<file path="src/rtl/onehot_ring_sequencer.sv">
// One-hot ring sequencer: N states stepped forward/backward on x_in (level or edge),
// with synchronous load, wrap pulse and recovery from illegal encodings.
module onehot_ring_sequencer #(
    parameter int unsigned N_STATES  = 3,
    parameter bit          EDGE_MODE = 1'b0,
    parameter int unsigned RESET_IDX = 0,
    localparam int unsigned IDXW     = (N_STATES > 1) ? $clog2(N_STATES) : 1
) (
    input  logic                clk,
    input  logic                reset,
    input  logic                x_in,
    input  logic                dir,
    input  logic                load,
    input  logic [IDXW-1:0]     load_idx,
    output logic [N_STATES-1:0] state,
    output logic [IDXW-1:0]     state_idx,
    output logic                wrap,
    output logic                err
);

    localparam logic [IDXW-1:0]     LAST_IDX = IDXW'(N_STATES - 1);
    localparam logic [IDXW-1:0]     RST_IDX  = IDXW'(RESET_IDX);
    localparam logic [N_STATES-1:0] ONE      = N_STATES'(1);

    logic            x_prev;
    logic            step;
    logic            legal;
    logic [IDXW-1:0] next_idx;
    logic            next_wrap;
    logic            next_err;

    assign step  = EDGE_MODE ? (x_in & ~x_prev) : x_in;
    // Exactly one bit set: non-zero and clearing the lowest set bit leaves nothing.
    assign legal = (state != '0) && ((state & (state - ONE)) == '0);

    always_comb begin
        next_idx  = state_idx;
        next_wrap = 1'b0;
        next_err  = 1'b0;
        if (!legal) begin
            next_idx = RST_IDX;
            next_err = 1'b1;
        end else if (load) begin
            if (32'(load_idx) < N_STATES) begin
                next_idx = load_idx;
            end else begin
                next_idx = RST_IDX;
                next_err = 1'b1;
            end
        end else if (step) begin
            if (!dir) begin
                if (state_idx == LAST_IDX) begin
                    next_idx  = '0;
                    next_wrap = 1'b1;
                end else begin
                    next_idx = state_idx + 1'b1;
                end
            end else begin
                if (state_idx == '0) begin
                    next_idx  = LAST_IDX;
                    next_wrap = 1'b1;
                end else begin
                    next_idx = state_idx - 1'b1;
                end
            end
        end
    end

    always_ff @(posedge clk or negedge reset) begin
        if (!reset) begin
            state     <= ONE << RST_IDX;
            state_idx <= RST_IDX;
            wrap      <= 1'b0;
            err       <= 1'b0;
            x_prev    <= 1'b0;
        end else begin
            state     <= ONE << next_idx;
            state_idx <= next_idx;
            wrap      <= next_wrap;
            err       <= next_err;
            x_prev    <= x_in;
        end
    end

endmodule

</file>
<file path="config.mk">
export PLATFORM = sky130hd
export DESIGN_NAME = onehot_ring_sequencer
export DESIGN_NICKNAME = d
export VERILOG_FILES = /design/src/rtl/onehot_ring_sequencer.sv
export SDC_FILE = /design/constraint.sdc
export NUM_CORES = 1
export LEC_CHECK = 0
export ABC_AREA = 1
export ABC_CLOCK_PERIOD_IN_PS = 2580
export CAP_MARGIN = 20
export CORE_AREA = 2 2 39 41
export CTS_CLUSTER_SIZE = 14
export DETAILED_ROUTE_END_ITERATION = 10
export DIE_AREA = 0 0 41 43
export PLACE_DENSITY = 0.64
export SLEW_MARGIN = 20
export SYNTH_ARGS = -nofsm -noshare
export SYNTH_HDL_FRONTEND = slang
export SYNTH_SLANG_ARGS = --single-unit
</file>
<file path="constraint.sdc">
create_clock -name clk -period 2.58 [get_ports clk]
set_input_delay 0.258 -clock clk [delete_from_list [all_inputs] [get_ports clk]]
set_output_delay 0.258 -clock clk [all_outputs]
set_load 0.02 [all_outputs]
</file>
Yosys cells after proc, flatten, opt, wreduce, memory -nomap -nowiden. Index checks and enable logic that the tools add are counted.

Bits in registers: 7. Input bits: 7. Output and inout bits: 7. Word-level logic and storage cells: 31.

Shift-type cells: 1. $lt $le $gt $ge: 1. $add $sub $neg: 3. Bitwise gates (word level): 1. Multiplexer cells: 16. Equality and inequality tests: 1. Reduce and logical (&&, ||, !) cells: 4.

Operators with widths (number): $mux 2 (7); $mux 1 (9); $and 3x3->3 (1); $logic_not 3->1 (1); $reduce_bool 3->1 (1); $shl 1x2->3 const A (1); $sub 3x1->3 const B (1); $add 2x1->2 const B (1); $eq 2x2->1 const B (1); $logic_not 2->1 (1); $lt 2x2->1 const B (1); $sub 2x1->2 const B (1); $logic_and 1x1->1 (1).

Depth between registers and ports, before layout.
Depth after elaboration: 7. Mapped depth: 11. Gate-level depth less buffers: 11.

Worst setup path before layout. No wires, ideal clock.

Path kind: reg-to-reg. Start: register state_idx[0]. End: register state[1]. Buffers on the path: 0. Arrival: 1.331 ns. Period minus slack after synthesis: 1.447 ns. Slack: 1.133 ns. Setup time: 0.116 ns. Stages on the path, launching flop included: 11. Data required time: 2.464 ns. Path through: dfrtp_1 -> inv_1 -> ha_1 -> inv_1 -> nand2_1 -> nand3_1 -> nand2_1 -> nand2_1 -> nand2_1 -> nor2_2 -> nor2_2.

Longest elaborated chain between the ends: 7. Elaborated cells between the ends (all ways): 11. Those cells by class: add/sub (2); eq/ne (1); shift (1); mux (6); reduce/logical (1).

RTL lines: from (decl) (RTL line 16) `output logic [IDXW-1:0] state_idx,`; from (signal assigned) (RTL line 78) `state_idx <= next_idx;`; $add 2x1->2 (tied with other cells) (RTL line 56) `next_idx = state_idx + 1'b1;`; $mux 2, on equally long branches (RTL line 52, 59); $mux 2 * (RTL line 51) `if (!dir) begin`; $mux 2 * (RTL line 50) `end else if (step) begin`; $mux 2 * (RTL line 43) `end else if (load) begin`; $mux 2 * (RTL line 40) `if (!legal) begin`; via next_idx[1] (RTL line 28) `logic [IDXW-1:0] next_idx;`; $shl 1x2->3 * (RTL line 77) `state <= ONE << next_idx;`; to (signal assigned) (RTL line 71) `state <= ONE << RST_IDX;`; to (signal assigned) (RTL line 77); to (decl) (RTL line 15) `output logic [N_STATES-1:0] state,`.

Mark *: on every way through the listed nets, which the timed path passes. The rest lies on a longest branch.

Final worst setup path.
Start: register state[0]. End: output state[0].

No word-level cell between the ends.

==> metrics.txt <==
final hold violation count 0; Core ar. 1380 um^2; Max VDD drop 0.429 mV; pwr dens 1060 nW/um^2; area grow syn2layout 39.9%; RSZ-0062 raised after global routing false; slowest cell on the critical path clkdlybuf4s50_1; initial core utilization 31.9%; CP required 2.32 ns; initial antenna violation count 0; Post-CTS Resized 0; Final Cycle Share 63.4%; CTS tree built; post-CTS setup buffer count 0; HP Class in2async; reg2reg start state_idx[0]; cell chosen for the clock root clkbuf_4; Clock Sink Count 7; Synth area leader dfrtp_1; fill cell count 143; DRC 0; Pre-antenna DRT Iters 4; Worst-Skew Late Latency 0.25 ns; fmax 0.611 GHz; Seq cells post-synth 7; synthesized area 442 um^2; number of synthesized flops with an enable pin 0; GRT overflow 0; ant diodes 0; vias in the first global route 363; ANT nets after route 0; launch point of the critical path state[0]; post-route setup TNS 0 ns; CTS buffer count 3; wire per inst 8.15 um; nets 89; P_leak 0.332 nW; Yosys cell types 13; Power Total 657 uW; Cells after Synth 59; flop2flop setup slack 1.18 ns; DIE AREA 1760 um^2; pin count of the biggest net entering global routing 8; fin crit period 1.64 ns; outcome finished, final reports clean; CP Launch Type register; routability cong. 0.770; maxcap violations 0; Ys Warns 0; Worst Skew 0.00264 ns; share of the synthesized area in the top cell type 34.0%; IO buf count 13; DP Wirelength 623 um; RR Endpoint state[1]; Pins Over Slew Limit 0; Routed WL 750 um; critical path's top delay family buffers and inverters; Die Wd 41 um; crit-path cells clkdlybuf4s50_1; worst-path fanout max 3; first-pass GRT wire length 1.35 mm; count leader, synth nand2_1; share of cells above drive strength 1 14.5%; Die H 43 um; top cells by area, synth dfrtp_1 34%, nand2_1 14%, ha_1 14%; normalized max-slew margin 77.3%; syn avg cell area 7.49 um^2; slowest stage delay, CP 0.60 ns; CP Class reg2out; # rows 14; top cells by count, synth 17 x nand2_1, 13 x inv_1, 6 x dfrtp_1; io pins 14; CTS Hold Bufs 0; initial DRC count 4; sequential fraction of the synthesis area 39.9%; DR vias/cell 4.25; DR vias 391; CP bufs+invs 1; clk buf depth 2; Reg2Reg Depth 10; Final setup viols 0; critical path depth 1; Post-synth top flop dfrtp_1; CP Data Arrival Time 1.38 ns; Async S/R FF share, synth 100%; H-tree levels 1; syn_nets 71; Slew @ Worst Pin 0.340 ns; gr usage total 11.5%; CP endpoint kind output pin; Reg clk slew, reported paths 0.05 ns
==> logic make-up after synthesis <==
family | synth area share [%]
buf+inv | 12.7
simple gates | 28.9
flops | 39.9
fa+ha+maj | 14.2
compound gates | 4.25
==> area by class of cell <==
class	count	area (um^2)	area share [%]
clock buffer	4	26.3	4.25
inverter	15	56.3	9.11
multi-input combinational	37	209	33.8
sequential	7	176	28.5
tap	16	20.0	3.24
timing repair buffer	13	130	21.1
==> power breakdown <==
part	internal, mW	total [mW]	switching, mW
registers	0.161	0.191	0.0305
logic	0.156	0.367	0.210
clock network	0.0590	0.0995	0.0405
==> worst max-delay path by stage <==
stage                          end  slack (ns)
final                     state[0]        0.94
after global placement    state[0]        1.16
after CTS                 state[0]        0.93
after global routing      state[0]        0.90
after floorplan           state[1]        1.13
after detailed placement  state[0]        1.15
==> layer usage <==
metal / GRT usage (%) / vias up / part of all wire (%)
met5: 0 / - / 0
met4: 8.00 / 0 / 0
met3: 3.14 / 0 / 2.7
met2: 16.9 / 6 / 51
met1: 13.7 / 177 / 46
li1: - / 208 / -
==> state kept, by name (all words and copies together), names as in the netlist <==
signal,cells
err,1
state_idx,2
state,3
wrap,1
==> through the flow <==
step	worst slack [ns]	area (um^2)	std cells	util (%)	hold slack, ns
after floorplan	1.13	442	59	-	-0.0376
after global placement	1.16	592	88	42.8	0.548
after detailed placement	1.15	592	88	42.8	0.546
after CTS	0.934	618	92	44.7	0.277
after global routing	0.898	618	92	44.7	0.293
final	0.944	618	92	44.7	0.276
==> cells in the final DEF (no fill, tap or decap) <==
| master | netlist | layout |
|---|---|---|
| nand2_2 | 2 | 2 |
| dfstp_2 | 1 | 1 |
| inv_1 | 13 | 13 |
| nand2_1 | 17 | 17 |
| dfrtp_1 | 6 | 6 |
| clkbuf_4 | 0 | 3 |
| clkdlybuf4s50_1 | 0 | 13 |
| nor2_2 | 2 | 2 |
| clkbuf_1 | 0 | 1 |
| ha_1 | 5 | 5 |
| nor2_1 | 2 | 2 |
| nor4_1 | 1 | 1 |
| nand3_1 | 5 | 5 |
| o21ai_2 | 1 | 1 |
| o21ai_0 | 2 | 2 |
| inv_2 | 2 | 2 |
(Power assumes the default switching activity.)
